[src/rtl/dir_input_queue.sv]
// dir_input_queue: debounced snake direction/pause controller with a direction queue
// Ports:
//   clk_25M     - sole clock
//   rst         - synchronous active-high reset
//   key_up/key_down/key_left/key_right/pause - raw asynchronous buttons
//   tick        - game-step strobe, pops one queued direction
//   key_stroke  - 100 while paused, else {0, dir_out}
//   dir_out     - applied direction (UP=00 DOWN=01 LEFT=10 RIGHT=11)
//   paused      - pause state
//   q_count     - queued direction count
//   drop        - one-cycle pulse per rejected direction press
module dir_input_queue #(
    parameter int DEBOUNCE_CYCLES = 250000,
    parameter int QUEUE_DEPTH     = 4
) (
    input  logic                           clk_25M,
    input  logic                           rst,
    input  logic                           key_up,
    input  logic                           key_down,
    input  logic                           key_left,
    input  logic                           key_right,
    input  logic                           pause,
    input  logic                           tick,
    output logic [2:0]                     key_stroke,
    output logic [1:0]                     dir_out,
    output logic                           paused,
    output logic [$clog2(QUEUE_DEPTH):0]   q_count,
    output logic                           drop
);
    localparam int PW = $clog2(QUEUE_DEPTH);
    localparam int CW = PW + 1;
    localparam int TW = $clog2(DEBOUNCE_CYCLES + 1);

    logic [4:0]    w_raw, r_sync1, r_sync2, r_db, r_db_prev, w_press;
    logic [TW-1:0] r_cnt [5];
    logic [1:0]    r_mem [QUEUE_DEPTH];
    logic [PW-1:0] r_rptr, r_wptr;
    logic [CW-1:0] r_count;
    logic [1:0]    r_dir, r_last, w_cand, w_dir_nx;
    logic [2:0]    r_ks;
    logic          r_paused, r_drop, w_has, w_pop, w_push, w_paused_nx;

    // bit index doubles as the direction code for the four direction buttons
    assign w_raw   = {pause, key_right, key_left, key_down, key_up};
    assign w_press = r_db & ~r_db_prev;

    always_comb begin
        w_has       = |w_press[3:0];
        w_cand      = w_press[3] ? 2'd3 : w_press[2] ? 2'd2 : w_press[1] ? 2'd1 : 2'd0;
        w_pop       = tick & ~r_paused & (r_count != '0);
        // opposite directions differ only in bit 0
        w_push      = w_has & ~r_paused & (w_cand != r_last) & (w_cand != {r_last[1], ~r_last[0]})
                      & ((r_count != CW'(QUEUE_DEPTH)) | w_pop);
        w_paused_nx = r_paused ^ w_press[4];
        w_dir_nx    = w_pop ? r_mem[r_rptr] : r_dir;
    end

    always_ff @(posedge clk_25M) begin
        if (rst) begin
            r_sync1   <= '0;
            r_sync2   <= '0;
            r_db      <= '0;
            r_db_prev <= '0;
            for (int i = 0; i < 5; i++) r_cnt[i] <= '0;
        end else begin
            r_sync1   <= w_raw;
            r_sync2   <= r_sync1;
            r_db_prev <= r_db;
            for (int i = 0; i < 5; i++) begin
                if (r_sync2[i] == r_db[i]) begin
                    r_cnt[i] <= '0;
                end else if (r_cnt[i] == TW'(DEBOUNCE_CYCLES - 1)) begin
                    r_db[i]  <= r_sync2[i];
                    r_cnt[i] <= '0;
                end else begin
                    r_cnt[i] <= r_cnt[i] + TW'(1);
                end
            end
        end
    end

    always_ff @(posedge clk_25M) begin
        if (rst) begin
            r_rptr   <= '0;
            r_wptr   <= '0;
            r_count  <= '0;
            r_dir    <= 2'd3;
            r_last   <= 2'd3;
            r_paused <= 1'b0;
            r_drop   <= 1'b0;
            r_ks     <= 3'b011;
        end else begin
            if (w_push) begin
                r_mem[r_wptr] <= w_cand;
                r_wptr        <= r_wptr + PW'(1);
                r_last        <= w_cand;
            end
            if (w_pop) r_rptr <= r_rptr + PW'(1);
            r_count  <= r_count + CW'(w_push) - CW'(w_pop);
            r_dir    <= w_dir_nx;
            r_paused <= w_paused_nx;
            r_drop   <= w_has & ~w_push;
            r_ks     <= w_paused_nx ? 3'b100 : {1'b0, w_dir_nx};
        end
    end

    assign key_stroke = r_ks;
    assign dir_out    = r_dir;
    assign paused     = r_paused;
    assign q_count    = r_count;
    assign drop       = r_drop;
endmodule

[config.mk]
export PLATFORM = sky130hd
export DESIGN_NAME = dir_input_queue
export DESIGN_NICKNAME = d
export VERILOG_FILES = /design/src/rtl/dir_input_queue.sv
export SDC_FILE = /design/constraint.sdc
export NUM_CORES = 1
export LEC_CHECK = 0
export BUFFER_PORTS_ARGS = -buffer_cell sky130_fd_sc_hd__buf_4
export CAP_MARGIN = 20
export CORE_MARGIN = 5
export CORE_UTILIZATION = 55
export CTS_BUF_LIST = sky130_fd_sc_hd__clkbuf_4 sky130_fd_sc_hd__clkbuf_8
export DETAILED_ROUTE_END_ITERATION = 6
export PLACE_DENSITY = 0.73
export SYNTH_ARGS = -nofsm -noshare
export SYNTH_HDL_FRONTEND = slang
export SYNTH_SLANG_ARGS = --single-unit
export TNS_END_PERCENT = 50
[constraint.sdc]
create_clock -name clk_25M -period 2.9 [get_ports clk_25M]
set_clock_uncertainty 0.1 [all_clocks]
set_input_delay 0.145 -clock clk_25M [delete_from_list [all_inputs] [get_ports clk_25M]]
set_output_delay 0.145 -clock clk_25M [all_outputs]
set_load 0.05 [all_outputs]
* Word level (Yosys, flattened, before mapping)
Memory sizes are Yosys's and may differ from the RTL's. A register that Yosys moved wholly into a read port is not among the register bits. Cells that the tools add are included.
Cells by class: reduce and logical (&&, ||, !) cells 7, add/subtract/negate cells 9, multiplexer cells 82, equality and inequality tests 13, bitwise logic cells 34
Operators with widths (number):
- $mux W18 | 15
- $add A18 B1 Y18 const B | 5
- $eq A18 B18 Y1 const B | 5
- $mux W1 | 61
- $or A1 B1 Y1 | 16
- $mux W2 | 5
- $reduce_and A2 Y1 | 5
- $not A1 Y1 | 8
- $and A1 B1 Y1 | 7
- $and A5 B5 Y5 | 1
- $eq A1 B1 Y1 | 5
- $not A5 Y5 | 1
- $add A2 B1 Y2 const B | 2
- $ne A2 B2 Y1 | 2
- $reduce_or A4 Y1 | 1
- $add A3 B1 Y3 | 1
- $mux W3 | 1
- $ne A3 B3 Y1 const B | 1
- $reduce_bool A3 Y1 | 1
- $sub A3 B1 Y3 | 1
- $xor A1 B1 Y1 | 1
Word-level totals: input port bits 8, memories kept 2, output and inout port bits 10, word-level logic and storage cells 163, flip-flop bits (word level) 36, memory bits (writable) 98
Memory list:
- r_cnt | words 5, bits a word 18, read ports 5, clocked after Yosys merged registers in 0, write ports 5, line 35 | logic [TW-1:0] r_cnt [5];
- r_mem | words 4, bits a word 2, read ports 1, clocked after Yosys merged registers in 1, write ports 1, line 36 | logic [1:0] r_mem [QUEUE_DEPTH];

* Depth between registers and ports, before layout
word-level depth 12, depth in mapped cells 11, gate-level depth less buffers 11

* Least setup slack after synthesis
Ideal clock, no wire load.
path kind register to register, start reg r_count[1], in the netlist q_count[1], end reg r_count[2], in the netlist q_count[2], required time 2.674 ns, period minus slack after synthesis 2.662 ns, setup time 0.126 ns, stages on the path, launching flop included 12, arrival 2.436 ns, buffers on the path 0, slack 0.238 ns, path through dfxtp_1 -> nor4b_1 -> nor2_1 -> o21a_1 -> inv_1 -> ha_1 -> inv_1 -> ha_1 -> fa_1 -> xnor2_1 -> xnor2_1 -> nor2_1
Between the ends: longest elaborated chain between the ends 6, elaborated cells on any way between the ends 7, those cells by class add/sub: 2; eq/ne: 1; bitwise: 3; reduce/logical: 1
RTL lines:
- start, declared | line 38 | logic [CW-1:0] r_count;
- start signal, assigned | line 99 | r_count <= r_count + CW'(w_push) - CW'(w_pop);
- $reduce_bool A3 Y1 | line 50 | w_pop = tick & ~r_paused & (r_count != '0);
- $and A1 B1 Y1 | line 50
- $or A1 B1 Y1 | line 53 | & ((r_count != CW'(QUEUE_DEPTH)) | w_pop);
- $and A1 B1 Y1 | line 53
- $add A3 B1 Y3 | line 99
- $sub A3 B1 Y3 * | line 99
Mark *: on every way between the ends. The rest lies on a longest branch, timed or not. A chain may end at the register's enable or synchronous reset.

* Worst setup path after layout
start reg r_db[1], end reg r_count[2], in the netlist q_count[2]
Between the ends: longest elaborated chain between the ends 10, elaborated cells on any way between the ends 13, those cells by class add/sub: 2; eq/ne: 2; mux: 3; bitwise: 5; reduce/logical: 1
RTL lines:
- start, declared | line 34 | logic [4:0] w_raw, r_sync1, r_sync2, r_db, r_db_prev, w_press;
- start signal, assigned by index | line 73 | r_db[i] <= r_sync2[i];
- $and A5 B5 Y5 * | line 45 | assign w_press = r_db & ~r_db_prev;
- $mux W1 | line 49 | w_cand = w_press[3] ? 2'd3 : w_press[2] ? 2'd2 : w_press[1] ? 2'd1 : 2'd0;
- $mux W2 (2 in a row) | line 49
- $ne A2 B2 Y1 | line 52 | w_push = w_has & ~r_paused & (w_cand != r_last) & (w_cand != {r_last[1], ~r_last[0]})
- $and A1 B1 Y1 | line 52
- $and A1 B1 Y1 * | line 52
- $and A1 B1 Y1 * | line 53
- $add A3 B1 Y3 * | line 99
- $sub A3 B1 Y3 * | line 99
Marked as above.

==> run_results.csv <==
group,metric,value,unit
worst_setup_path,crit_family,"adder cells",
sta,finalCriticalPeriod,2.68,ns
drt,wl_met1,5010,um
pwr,p_seq_frac,0.528,
die,coreArea,11900,um2
drt,wl_met2,5900,um
pwr,irDropWorstVdd,389,uV
sta,fin_crit_sh,0.923,
sta,max_slew_margin,0.628,
die,initial_utilization,0.557,
sta,hold_viol_final,0,
layout,final_nets,753,
pwr,p_sw,1.13,mW
yosys,muxShareOfSynthArea,0.0119,
worst_setup_path,worstPathCellList,"nor2b_1 -> o2111a_1 -> o21a_1 -> inv_1 -> ha_1 -> inv_1 -> ha_1 -> fa_1 -> xnor2_1 -> xnor2_1 -> nor2_1",
yosys,synth.avg_cell_area,10.9,um2
yosys,synth_compound_area_frac,0.0470,
die,dieWidth,120,um
place,place_congestion,0.798,
worst_setup_path,startpoint,"r_db[1]$_SDFFE_PP0N_",
pwr,leakage,2.76,nW
worst_setup_path,critPathMaxFanout,7,
pwr,combPwrFrac,0.116,
clock_network,clk_pin_slew_worst_paths,0.08,ns
yosys,yosys-top-cells-area,"edfxtp_1, dfxtp_1, xnor2_1, nor2_1, xor2_1",
min_path,hold_class,"in2reg",
worst_setup_path,cp-end-kind,"flip-flop",
yosys,synth_simple_gate_area_frac,0.233,
sta,tightest_slew,0.553,ns
drt,vias,4660,
die,dieArea,14400,um2
drt,wl_met3,427,um
global_route,grt_pass1_wl,20200,um
clock_network,cts_max_level,4,
layout,layout-drive-gt1-share,0.0912,
global_route,antenna_found_initial,0,
outcome,outcome,"finished clean",
drt,drc_errors,0,
drt,routedWlPerCell,12.9,um
yosys,synth_area,6630,um2
clock_network,cts_setup_buffers,0,
die,std_cell_rows,40,
global_route,grtUsageTotal,0.174,
clock_network,cts_tree,"built",
drt,first_pass_iters,5,
yosys,netlist_instances,611,
die,io-pin-count,18,
yosys,synth_fa_ha_area_frac,0.0238,
yosys,synth_top_family_by_area,"simple AND/OR/NAND/NOR gates",
sta,rsz0062_at_grt,"false",
sta,holdWs,0.162,ns
die,die_y,120,um
yosys,ys_ff_latch,134,
yosys,synth_top_area_share,0.444,
worst_setup_path,cp.required,3.13,ns
drt,ant_nets,0,
pwr,p_per_area,559,nW/um2
yosys,synthArstFlopShare,0,
flow_run,cap_violations,0,
pwr,clkPwrFrac,0.357,
sta,fin_setup_tns,0,ns
global_route,grt_max_degree,40,
clock_network,clock_latency,0.45,ns
yosys,synth_edf_count,98,
worst_setup_path,worst-endpoint-arrival,2.91,ns
yosys,ys_warn_count,0,
clock_network,cts_resized,0,
worst_setup_path,max_stage_delay,0.37,ns
sta,timing.fmax,0.373,GHz
clock_network,root_buffer,"clkbuf_8",
worst_setup_path,cp_num_buf_inv,2,
place,hpwl,8200,um
global_route,grt_pass1_vias,4624,
sta,setup_viol,0,
yosys,synth_ff_type,"edfxtp_1",
yosys,yosysSeqAreaShare,0.552,
yosys,yosysTopAreaCell,"edfxtp_1",
pwr,switching_share,0.262,
drt,first_iter_violations,318,
worst_setup_path,r2r_start,"r_db[1]$_SDFFE_PP0N_",
worst_setup_path,cp-start-kind,"flip-flop",
drt,top_layer,"met4",
worst_setup_path,worstSetupPathType,"reg2reg",
min_path,holdCritStartpoint,"tick",
drt,wl,11500,um
clock_network,cts_made_buffers,17,
yosys,synth_common_cells,"nor2_1, edfxtp_1, xnor2_1, dfxtp_1, nand3_1",
global_route,overflow,0,
pwr,p_int,3.18,mW
clock_network,cts_sinks,134,
worst_setup_path,slowest_stage,"fa_1",
sta,slew_violations,0,
place,io_buffers,17,
clock_network,cts.path.max_buffers,2,
drt,viasPerCell,5.22,
yosys,synth_most_common_cell,"nor2_1",
layout,diodes,0,
layout,syn_to_final_growth,16.3,%
yosys,yosysUniqueCellTypes,47,
yosys,synth-xor-area-share,0.107,
## cell type report
cell class	instances	area [um2]
sequential	134	3660
tap	147	184
timing repair buffer	29	238
clock buffer	20	269
fill	970	4200
clock inverter	12	126
inverter	24	90.1
multi-input combinational	527	3140
## layer usage
metal  global-route usage  up-vias
li1                     -     2362
met1                0.203     2202
met2                0.299       74
met3               0.0495       22
met4               0.0795        0
met5                    0        -
## path summary, 6_finish.rpt
check | to | slack [ns] | cells past startpoint
setup / recovery | q_count[2]$_SDFF_PP0_ | 0.22 | 11
hold / removal | r_last[1]$_SDFFE_PP1P_ | 0.16 | 4
setup reg to reg | q_count[2]$_SDFF_PP0_ | 0.22 | 11
hold reg to reg | r_sync2[2]$_SDFF_PP0_ | 0.35 | 1
## kinds of logic after synthesis
group / Yosys count
buffers and inverters: 39
xor gates and xnor gates: 81
muxes: 5
DFF: 134
adders and majority gates: 12
AOI/OAI and AO/OA: 40
and+or+nand+nor: 299
other: 1
## metrics by stage
step	util	setup WS, ns	area (um2)	std cells	power (mW)
CTS	0.647	0.222	7710	893	4.36
finish	0.647	0.222	7710	893	4.31
global route	0.647	0.0279	7710	893	4.50
floorplan	-	0.238	6970	700	2.67
detailed placement	0.608	0.241	7240	853	2.81
global placement	0.608	0.322	7240	853	2.79
## registers in the layout, summed over array words and instances, names as in the netlist, 3 cells and up, named ones only
signal      cells
r_cnt          90
key_stroke      3
r_db            5
r_db_prev       5
r_mem           8
q_count         3
r_sync1         5
r_sync2         5
## cell usage in the layout (no fill, tap or decap), types with 20 or more instances in the layout
cell | synthesis | final
nor2_1 | 108 | 108
edfxtp_1 | 98 | 98
conb_1 | 1 | 90
xnor2_1 | 54 | 54
dfxtp_1 | 36 | 36
nand3_1 | 32 | 32
nand4_1 | 28 | 28
xor2_1 | 27 | 27
nand2_1 | 25 | 25
inv_1 | 23 | 23
nor2b_1 | 23 | 23
buf_4 | 3 | 21
nor4_1 | 20 | 20
## repair_timing
item,CTS,global route
endpoints found under the setup margin,0,0
hold buffers,8,0
endpoints found under the hold margin,15,0
## power by group through the flow
stage          sequential, mW  clock (mW)  combinational, mW
2_1_floorplan            2.41           0              0.258
3_3_place_gp             2.30           0              0.483
3_5_place_dp             2.32           0              0.491
4_1_cts                  2.27        1.59              0.502
5_1_grt                  2.29        1.66              0.549
6_report                 2.27        1.54              0.498
## worst reg2reg max path: cells and delay by family, from the launching register on
kind	cells	cell delay, ns
xor+xnor	2	0.32
simple gates	2	0.33
fa+ha+maj	3	0.83
compound gates	2	0.51
buf+inv	2	0.14
flops	1	0.36
Note: power is estimated with default switching activity, not from simulation.
